## src/rtl/regfile_wb_arbiter.sv

```systemverilog
// Write-port scheduler for the 32x32 register file: two one-entry writeback slots (ALU, load) share RegWrite.
// Optional macro WB_RR_EN selects round-robin between full slots; undefined gives slot 0 fixed priority.
module regfile_wb_arbiter #(
  parameter int unsigned DW = 32,
  parameter int unsigned AW = 5
) (
  input  logic          clk,
  input  logic          rst,
  input  logic          req0_valid,
  output logic          req0_ready,
  input  logic [AW-1:0] req0_reg,
  input  logic [DW-1:0] req0_data,
  input  logic          req1_valid,
  output logic          req1_ready,
  input  logic [AW-1:0] req1_reg,
  input  logic [DW-1:0] req1_data,
  output logic          RegWrite,
  output logic [AW-1:0] WriteReg,
  output logic [DW-1:0] WriteData,
  input  logic [AW-1:0] query_reg,
  output logic          query_pending
);

  logic [1:0]    slotFull;
  logic [1:0]    slotFullNext;
  logic [AW-1:0] slotReg      [2];
  logic [AW-1:0] slotRegNext  [2];
  logic [DW-1:0] slotData     [2];
  logic [DW-1:0] slotDataNext [2];

  logic [1:0]    reqValid;
  logic [1:0]    reqReady;
  logic [1:0]    xfer;
  logic [1:0]    grant;
  logic [AW-1:0] reqReg  [2];
  logic [DW-1:0] reqData [2];
  logic          pickOne;

  logic          regWriteNext;
  logic [AW-1:0] writeRegNext;
  logic [DW-1:0] writeDataNext;

  assign reqValid   = {req1_valid, req0_valid};
  assign reqReg[0]  = req0_reg;
  assign reqReg[1]  = req1_reg;
  assign reqData[0] = req0_data;
  assign reqData[1] = req1_data;

`ifdef WB_RR_EN
  logic lastGrant;

  // Contended slots alternate: serve the one that did not win last time.
  assign pickOne = !lastGrant;

  always_ff @(posedge clk) begin
    if (rst) begin
      lastGrant <= 1'b1;
    end else if (|grant) begin
      lastGrant <= grant[1];
    end
  end
`else
  assign pickOne = 1'b0;
`endif

  always_comb begin
    grant = 2'b00;
    case (slotFull)
      2'b01:   grant = 2'b01;
      2'b10:   grant = 2'b10;
      2'b11:   grant = pickOne ? 2'b10 : 2'b01;
      default: grant = 2'b00;
    endcase
  end

  // A slot being drained this cycle may be refilled in the same cycle.
  assign reqReady   = rst ? 2'b00 : (~slotFull | grant);
  assign xfer       = reqValid & reqReady;
  assign req0_ready = reqReady[0];
  assign req1_ready = reqReady[1];

  always_comb begin
    slotFullNext  = slotFull;
    slotRegNext   = slotReg;
    slotDataNext  = slotData;
    regWriteNext  = 1'b0;
    writeRegNext  = WriteReg;
    writeDataNext = WriteData;

    if (grant[1]) begin
      regWriteNext  = 1'b1;
      writeRegNext  = slotReg[1];
      writeDataNext = slotData[1];
    end else if (grant[0]) begin
      regWriteNext  = 1'b1;
      writeRegNext  = slotReg[0];
      writeDataNext = slotData[0];
    end

    // Writes to r0 complete the handshake but never occupy the slot.
    for (int n = 0; n < 2; n++) begin
      if (grant[n]) begin
        slotFullNext[n] = 1'b0;
      end
      if (xfer[n]) begin
        slotFullNext[n] = (reqReg[n] != '0);
        slotRegNext[n]  = reqReg[n];
        slotDataNext[n] = reqData[n];
      end
    end
  end

  always_ff @(posedge clk) begin
    if (rst) begin
      slotFull  <= '0;
      RegWrite  <= 1'b0;
      WriteReg  <= '0;
      WriteData <= '0;
      for (int n = 0; n < 2; n++) begin
        slotReg[n]  <= '0;
        slotData[n] <= '0;
      end
    end else begin
      slotFull  <= slotFullNext;
      RegWrite  <= regWriteNext;
      WriteReg  <= writeRegNext;
      WriteData <= writeDataNext;
      for (int n = 0; n < 2; n++) begin
        slotReg[n]  <= slotRegNext[n];
        slotData[n] <= slotDataNext[n];
      end
    end
  end

  // Hazard query sees queued slots and the write currently on the port, not same-cycle transfers.
  assign query_pending = (query_reg != '0) &&
                         ((slotFull[0] && (slotReg[0] == query_reg)) ||
                          (slotFull[1] && (slotReg[1] == query_reg)) ||
                          (RegWrite && (WriteReg == query_reg)));

endmodule

```

## config.mk

```make
export PLATFORM = sky130hd
export DESIGN_NAME = regfile_wb_arbiter
export DESIGN_NICKNAME = d
export VERILOG_FILES = /design/src/rtl/regfile_wb_arbiter.sv
export SDC_FILE = /design/constraint.sdc
export NUM_CORES = 1
export LEC_CHECK = 0
export ABC_AREA = 1
export BUFFER_PORTS_ARGS = -buffer_cell sky130_fd_sc_hd__buf_2
export CORE_MARGIN = 2
export CORE_UTILIZATION = 35
export DETAILED_ROUTE_END_ITERATION = 12
export PLACE_DENSITY_LB_ADDON = 0.1
export REMOVE_ABC_BUFFERS = 1
export SETUP_SLACK_MARGIN = 0.1
export SKIP_CTS_REPAIR_TIMING = 1
export SYNTH_ARGS = -nofsm -noshare
export SYNTH_HDL_FRONTEND = slang
export SYNTH_SLANG_ARGS = --single-unit
```

## constraint.sdc

```tcl
create_clock -name clk -period 1.2 [get_ports clk]
set_input_delay 0.18 -clock clk [delete_from_list [all_inputs] [get_ports clk]]
set_output_delay 0.18 -clock clk [all_outputs]
set_load 0.05 [all_outputs]
```

==> reports/results.ini, run 1 <==
[outcome]
outcome=finished with violations
violations=hold timing, setup timing

[timing]
holdWs_ns=-0.0168
final_max_slew_viol_count=0
fin_skew_ns=0.00680
fin_crit_ns=1.64
worst_pin_slew_ns=0.416
hold_violations=13
relSlewSlack=0.722
finalCritPeriodShare=1.37
rsz0062_at_grt=true
setup_tns_ns=-4.05
fmax_mhz=610
fin_ws_ns=-0.440
setup_viol=73

[global_route]
grt_pass1_wl_um=21500
grt_start_max_net_pins=39
grt_overflow=0
grtUsageTotal=0.191
grt_pass1_vias=4519
antenna_found_initial=0

[power]
p_switching_w=0.00301
p_clk_frac=0.452
p_leak_nw=4.16
powerDensity_nw_per_um2=1360
combPwrFrac=0.181
ir_drop_mv=0.933
p_int_w=0.00837
seq_power_share=0.367
p_sw_frac=0.265

[logic_synthesis]
ys_ff_latch=114
postSynthAreaPerCell_um2=7.15
yosysUniqueCellTypes=24
syn_area_um2=4710
yosys_warnings=0
netlist_instances=659
seq_area_frac_synth=0.485

[clocking]
htreeDepth=4
cts_root_buffer=clkbuf_16
numCtsBuffers=17
cts_tree=built
numClockSinks=114
clock_latency_ns=0.41
clkSlewWorstSetupHoldPaths_ns=0.05
cts_buffer_depth=2

[setup_path]
cp_max_fo=3
cp.required_ns=1.02
crit_arrival_ns=1.46
crit_type=reg2out
cp-end-kind=output port
cp-start-kind=flop
startpoint=slotReg[4]
reg2reg_from=slotFull[1]

[die]
die_h_um=120
initial_utilization=0.357
die_w_um=120
dieArea_um2=14400
num_io_pins=124
num_rows=42
coreArea_um2=13200

[detailed_routing]
ant_nets=0
drt_first_iter_violations=266
drt-total-wl_um=16100
wire_per_inst_um=15.1
dr.pass1.iters=5
drc=0
vias_per_cell=4.71
num_vias=5020

[final_layout]
fin_util=0.635
drive_gt1_frac=0.467
seqCellArea_um2=2390
multi_input_area_um2=2550
stdcell_count=1065
layout.nets=960
syn_to_final_growth_pct=77.9
fillers=1104
num_antenna_cells=0

[placement]
port_buffers=123
hpwl_um=8890
routabilityCongestion=0.851
dpl_worst_slack_ns=-0.105
placedCellCount=964

[flow_run]
drv_cap=0

[worst_hold_path]
hold_path.startpoint=req1_data[19]
hp-class=in2reg

## placed cells by master (no fill, tap or decap), types with 15 or more instances in the layout
cell           synthesis  routed
buf_6                  5      15
dlygate4sd3_1          0      25
dfxtp_4                0      21
o21ai_1                5      16
o21ai_0               49      25
buf_8                  0      38
o211ai_1              17      17
buf_2                  8      82
inv_1                 77      66
buf_4                  6      54
dfxtp_2                0      25
clkbuf_16              0      28
nor2_1                74      70
nand2_4                0      40
dfxtp_1              114      68
nand2_1              225     159
nand2_2                1      26
## power by group through the flow
stage / sequential (W) / clock (W) / combinational (W)
after floorplan: 0.00442 / 0 / 0.000523
after global placement: 0.00423 / 0 / 0.00132
after detailed placement: 0.00423 / 0 / 0.00133
after CTS: 0.00416 / 0.00522 / 0.00134
after global routing: 0.00420 / 0.00537 / 0.00221
final: 0.00418 / 0.00514 / 0.00206
## kinds of logic (layout without fill, tap and decap cells)
logic type,count (synthesis),count (layout),share of synthesized area
and+or+nand+nor,322,322,0.263
buffers and inverters,117,347,0.108
DFF,114,114,0.485
AOI/OAI and AO/OA,106,106,0.144
## routing by layer
metal | wire length, um | global-route usage | part of all wire | vias to the layer above
li1 | - | - | - | 2518
met2 | 7830 | 0.311 | 0.49 | 126
met1 | 7190 | 0.237 | 0.45 | 2350
met4 | 292 | 0.0618 | 0.018 | 0
met3 | 800 | 0.0656 | 0.050 | 26
met5 | 0 | 0 | 0 | -
## final timing paths
path                                 endpoint  slack [ns]  cells after the start
worst max register to register   WriteData[3]       -0.12                      6
worst max-delay path            query_pending       -0.44                      9
worst min register to register   slotData[54]        0.46                      2
worst min-delay path             slotData[19]       -0.02                      3
## per-stage QoR
| step | power, W | instance area (um^2) |
|---|---|---|
| 2_1_floorplan | 0.00494 | 4500 |
| 3_3_place_gp | 0.00555 | 5770 |
| 3_5_place_dp | 0.00556 | 5770 |
| 4_1_cts | 0.0107 | 6370 |
| 5_1_grt | 0.0118 | 8380 |
| 6_report | 0.0114 | 8380 |
## worst max-delay path: stages, from the launching register on
cell     delay, ns
dfxtp_1       0.36
inv_1         0.07
nand2_1       0.06
nand2_1       0.05
nor2_1        0.09
nand3_1       0.08
nand3_1       0.07
nand2_1       0.05
inv_1         0.06
buf_6         0.15
## sequential cells by signal (all words and copies together) (netlist names)
| register | count |
|---|---|
| WriteReg | 5 |
| slotReg | 10 |
| slotFull | 2 |
| slotData | 64 |
| WriteData | 32 |
| RegWrite | 1 |
## Yosys cell counts
cell type	n	area (um^2)
inv_1	77	289
a21oi_1	5	25.0
o211ai_1	17	128
o31ai_2	6	75.1
a31oi_1	2	12.5
buf_2	8	40.0
clkbuf_1	15	56.3
nor2_1	74	278
o31ai_1	4	30.0
buf_6	5	56.3
a211oi_1	14	105
buf_4	6	45.0
nor3_1	1	5.00
nand2_2	1	6.26
o221ai_1	3	26.3
o21ai_1	5	25.0
dfxtp_1	114	2280
buf_1	3	11.3
o22ai_1	1	6.26
nand2_1	225	845
o21ai_0	49	245
and3_1	1	6.26
inv_2	3	11.3
nand3_1	20	100
## layout make-up
type	count	share of cell area
Tap cell	176	0.0263
Clock buffer	20	0.0557
Clock inverter	11	0.0161
Timing Repair Buffer	236	0.273
Inverter	80	0.0387
Multi-Input combinational cell	428	0.305
Sequential cell	114	0.286
Note: power is estimated with default switching activity, not from simulation.
==> run 2: changes to the inputs <==
--- a/config.mk
+++ b/config.mk
@@ -7,8 +7,11 @@
 export LEC_CHECK = 0
 export ABC_AREA = 1
 export BUFFER_PORTS_ARGS = -buffer_cell sky130_fd_sc_hd__buf_2
+export CELL_PAD_IN_SITES_DETAIL_PLACEMENT = 2
+export CELL_PAD_IN_SITES_GLOBAL_PLACEMENT = 2
+export CORE_ASPECT_RATIO = 1.4
 export CORE_MARGIN = 2
-export CORE_UTILIZATION = 35
+export CORE_UTILIZATION = 26
 export DETAILED_ROUTE_END_ITERATION = 12
 export PLACE_DENSITY_LB_ADDON = 0.1
 export REMOVE_ABC_BUFFERS = 1
==> run 2 against run 1 <==
  * The run still ends with hold timing, setup timing left
  * Global-route usage about the same
  * Critical path depth unchanged
  * First-iteration DRC count down 44%
  * Power up 6.6%
  * Combinational power up 6%
  * Die area up 33%
  * Sequential power up 1%
  * Largest power group unchanged
  * Critical endpoint unchanged
==> reports/results.ini, run 2 (synthesized netlist as in run 1, its figures left out) <==
[die]
coreArea_um2=17900
dieArea_um2=19200
die_w_um=118
num_rows=58
die_h_um=163
num_io_pins=124
initial_utilization=0.264

[global_route]
grtUsageTotal=0.191
grt_start_max_net_pins=40
grt_pass1_vias=5475
grt_overflow=0
grt_pass1_wl_um=28600
antenna_found_initial=0

[placement]
dpl_worst_slack_ns=-0.195
routabilityCongestion=0.790
port_buffers=123
hpwl_um=12600

[timing]
fin_ws_ns=-0.483
rsz0062_at_grt=true
fin_skew_ns=0.00864
relSlewSlack=0.707
finalCritPeriodShare=1.40
holdWs_ns=-0.0169
hold_violations=6
final_max_slew_viol_count=0
fin_crit_ns=1.68
setup_tns_ns=-10.05
setup_viol=75
fmax_mhz=594
worst_pin_slew_ns=0.440

[setup_path]
cp-end-kind=output port
crit_arrival_ns=1.50
crit_type=reg2out
cp.required_ns=1.02
cp-start-kind=flop
r2r_cells=9
cp_max_fo=2

[detailed_routing]
wire_per_inst_um=20.0
vias_per_cell=4.71
top_layer=met4
ant_nets=0
route.met2.wl_um=12700
dr_wl_met3_um=691
dr.pass1.iters=4
drt-total-wl_um=22600
drc=0
drt-met1-wl_um=8710
drt_first_iter_violations=150
num_vias=5310

[power]
p_switching_w=0.00332
ir_drop_mv=0.673
p_int_w=0.00881
p_sw_frac=0.274
p_leak_nw=4.22
p_clk_frac=0.471
seq_power_share=0.349
finalPower_w=0.0121
powerDensity_nw_per_um2=1420
combPwrFrac=0.180

[final_layout]
largestRegisters=slotData: 64 flops, WriteData: 32 flops, slotReg: 10 flops
layout_common_cells=nand2_1, buf_2, nor2_1
num_antenna_cells=0
largest_reg_flops=64
top_register=slotData
syn_to_final_growth_pct=80.8
final_common_cell=nand2_1
drive_gt1_frac=0.483
layout.nets=957
fin_util=0.477

[outcome]
violations=hold timing, setup timing
outcome=finished with violations

[clocking]
clock_latency_ns=0.42
cts_buffer_depth=2
htreeDepth=4
cts_tree=built
clkSlewWorstSetupHoldPaths_ns=0.06
numCtsBuffers=17
numClockSinks=114
cts_root_buffer=clkbuf_16

[worst_hold_path]
hp-class=in2reg
min_path_cells=3

[flow_run]
drv_cap=0

run 2: cell types whose count changed in the layout (fill, tap and decap cells not counted), sizes merged:
cell | previous run | this run
buf | 199 | 198
clkinv | 7 | 4
inv | 78 | 79
clkinvlp | 3 | 1
clkbuf | 32 | 33
dlygate4sd3 | 25 | 26
bufinv | 3 | 4
run 2: power groups by stage:
stage	Combinational [W]	Sequential (W)	Clock, W
floorplan	0.000523	0.00442	0
global placement	0.00136	0.00423	0
detailed placement	0.00141	0.00425	0
CTS	0.00142	0.00417	0.00574
global route	0.00234	0.00426	0.00596
finish	0.00218	0.00424	0.00571
run 2: cell type report:
cell class	instances	area (um^2)
Clock buffer	24	512
Clock inverter	8	146
Fill cell	1936	9340
Inverter	80	320
Multi-Input combinational cell	428	2610
Sequential cell	114	2360
Tap cell	240	300
Timing Repair Buffer	233	2270
run 2: worst max-delay path, cell delays in order, from the launching register on:
cell and delay (ns):
dfxtp_1 0.36, inv_1 0.09, nand2_1 0.06, nand2_1 0.05, nor2_1 0.08, nand3_1 0.09
nand3_1 0.09, nand2_1 0.05, inv_1 0.06, buf_6 0.15
run 2: layer usage:
metal,vias to the layer above,GRT usage
met3,25,0.0412
met2,121,0.368
li1,2499,-
met1,2665,0.207
met4,0,0.0575
met5,-,0
run 2: worst paths after layout:
| path | startpoint | to | slack, ns |
|---|---|---|---|
| worst max-delay path | slotReg[6] | query_pending | -0.48 |
| worst min-delay path | req0_data[1] | slotData[33] | -0.02 |
| worst max register to register | slotFull[0] | WriteData[3] | -0.27 |
| worst min register to register | slotData[38] | slotData[38] | 0.47 |
run 2: metrics by stage:
step / instances / instance area, um^2
2_1_floorplan: 622 / 4500
5_1_grt: 1127 / 8520
6_report: 1127 / 8520
4_1_cts: 1064 / 6500
3_3_place_gp: 1032 / 5840
3_5_place_dp: 1032 / 5840
==> run 3: changes to the inputs <==
--- a/config.mk
+++ b/config.mk
@@ -13,7 +13,7 @@
 export CORE_MARGIN = 2
 export CORE_UTILIZATION = 26
 export DETAILED_ROUTE_END_ITERATION = 12
-export PLACE_DENSITY_LB_ADDON = 0.1
+export PLACE_DENSITY_LB_ADDON = 0.05
 export REMOVE_ABC_BUFFERS = 1
 export SETUP_SLACK_MARGIN = 0.1
 export SKIP_CTS_REPAIR_TIMING = 1
==> run 3 against run 2 <==
  * The run still ends with hold timing, setup timing left
  * Die area did not move
  * Design area shrank 1.2%
  * Fmax barely moved
  * Global-route usage is 0.44 points lower
  * Register-to-register slack got worse by 0.06 ns
  * Via count fell by 2.4%
  * Clock skew rose by 0.0021 ns
  * Clock power down 12%
  * Cell count fell by 0.35%
  * Highest routed layer is now met5
==> reports/results.ini, run 3 (synthesized netlist as in run 1, its figures left out) <==
[setup_path]
startpoint=slotReg[3]
crit_type=reg2out
reg2reg_from=slotFull[0]
crit_arrival_ns=1.50
endpoint=query_pending
cp.required_ns=1.02
worstReg2RegEnd=WriteData[15]
reg2reg_setup_slack_ns=-0.33
r2r_cells=11
cp-start-kind=flop
cp_max_fo=2
cp-end-kind=output port

[final_layout]
fillers=1968
layout_common_cells=nand2_1, buf_2, nor2_1
layout.nets=954
syn_to_final_growth_pct=78.7
final_common_cell=nand2_1
drive_gt1_frac=0.470
top_register=slotData
largest_reg_flops=64
num_antenna_cells=0
largestRegisters=slotData: 64 flops, WriteData: 32 flops, slotReg: 10 flops

[timing]
final_max_slew_viol_count=0
holdWs_ns=-0.0148
relSlewSlack=0.697
fin_ws_ns=-0.481
fin_crit_ns=1.68
finalCritPeriodShare=1.40
fin_skew_ns=0.0107
fmax_mhz=595
worst_pin_slew_ns=0.454
setup_viol=76
hold_violations=6
rsz0062_at_grt=true

[detailed_routing]
wire_per_inst_um=19.5
vias_per_cell=4.61
num_vias=5180
drc=0
dr.pass1.iters=4
drt-total-wl_um=21900
ant_nets=0
drt_first_iter_violations=126

[power]
p_clk_frac=0.443
combPwrFrac=0.188
finalPower_w=0.0114
powerDensity_nw_per_um2=1360
p_switching_w=0.00318
p_leak_nw=4.20
seq_power_share=0.369
p_int_w=0.00824
p_sw_frac=0.278
ir_drop_mv=0.943

[die]
initial_utilization=0.264
num_io_pins=124
dieArea_um2=19200
coreArea_um2=17900
die_w_um=118
die_h_um=163
num_rows=58

[outcome]
violations=hold timing, setup timing
outcome=finished with violations

[flow_run]
drv_cap=0

[global_route]
grt_pass1_wl_um=27900
grt_overflow=0
antenna_found_initial=1
grt_start_max_net_pins=41
grtUsageTotal=0.187
grt_pass1_vias=5413

[clocking]
cts_buffer_depth=2
numCtsBuffers=17
cts_root_buffer=clkbuf_16
htreeDepth=4
cts_tree=built
numClockSinks=114
clkSlewWorstSetupHoldPaths_ns=0.06
clock_latency_ns=0.42

[placement]
routabilityCongestion=0.768
port_buffers=123
hpwl_um=12200

[worst_hold_path]
hp-class=in2reg

==> run 3: cell types whose count changed in the layout (fill, tap and decap cells not counted), sizes merged <==
| cell | before | now |
|---|---|---|
| buf | 198 | 197 |
| dlygate4sd3 | 26 | 24 |
| bufinv | 4 | 2 |
| inv | 79 | 77 |
| clkbuf | 33 | 35 |
| clkinv | 4 | 5 |
==> run 3: power groups by stage <==
| stage | Clock (W) | Sequential, W | Combinational (W) |
|---|---|---|---|
| after floorplan | 0 | 0.00442 | 0.000523 |
| after global placement | 0 | 0.00423 | 0.00137 |
| after detailed placement | 0 | 0.00424 | 0.00141 |
| after CTS | 0.00511 | 0.00416 | 0.00142 |
| after global routing | 0.00533 | 0.00424 | 0.00231 |
| final | 0.00505 | 0.00422 | 0.00214 |
==> run 3: per-stage QoR <==
stage	std cells	setup TNS (ns)	worst slack, ns	util	cell area (um^2)
4_1_cts	1066	-8.90	-0.620	0.361	6440
3_3_place_gp	1035	-3.94	-0.185	0.328	5860
3_5_place_dp	1035	-5.46	-0.195	0.328	5860
2_1_floorplan	622	-89.19	-1.55	-	4500
5_1_grt	1123	-18.89	-0.588	0.471	8420
6_report	1123	-14.46	-0.481	0.471	8420
==> run 3: worst min-delay path by stage <==
| stage | from | slack [ns] | to | depth (start not counted) |
|---|---|---|---|---|
| finish | req1_data[21] | -0.01 | slotData[21] | 3 |
| global route | req1_data[21] | -0.01 | slotData[21] | 3 |
| CTS | req1_data[18] | -0.04 | slotData[18] | 3 |
| detailed placement | req1_data[18] | 0.39 | slotData[18] | 3 |
| global placement | req1_data[27] | 0.38 | slotData[27] | 3 |
| floorplan | rst | 0.25 | slotFull[1] | 1 |
==> run 3: cell type report <==
| class | count | area, um^2 | area share |
|---|---|---|---|
| multi-input combinational | 428 | 2580 | 0.307 |
| clock inverter | 5 | 75.1 | 0.00892 |
| sequential | 114 | 2370 | 0.282 |
| timing repair buffer | 230 | 2260 | 0.268 |
| inverter | 80 | 329 | 0.0391 |
| clock buffer | 26 | 499 | 0.0593 |
| tap | 240 | 300 | 0.0357 |
==> run 3: per-layer routing <==
layer | vias up | share of wire | GRT usage
met5 | - | 0.00032 | 0
met4 | 2 | 0.022 | 0.0591
met3 | 29 | 0.031 | 0.0443
met2 | 107 | 0.55 | 0.354
met1 | 2546 | 0.39 | 0.204
li1 | 2496 | - | -
==> run 3: critical path, cell delays in order (launching register included) <==
cell	delay [ns]
dfxtp_2	0.32
buf_4	0.14
nand2_1	0.06
nand2_1	0.05
nor2_1	0.08
nand3_1	0.10
nand3_2	0.08
nand2_1	0.05
inv_1	0.06
buf_6	0.15
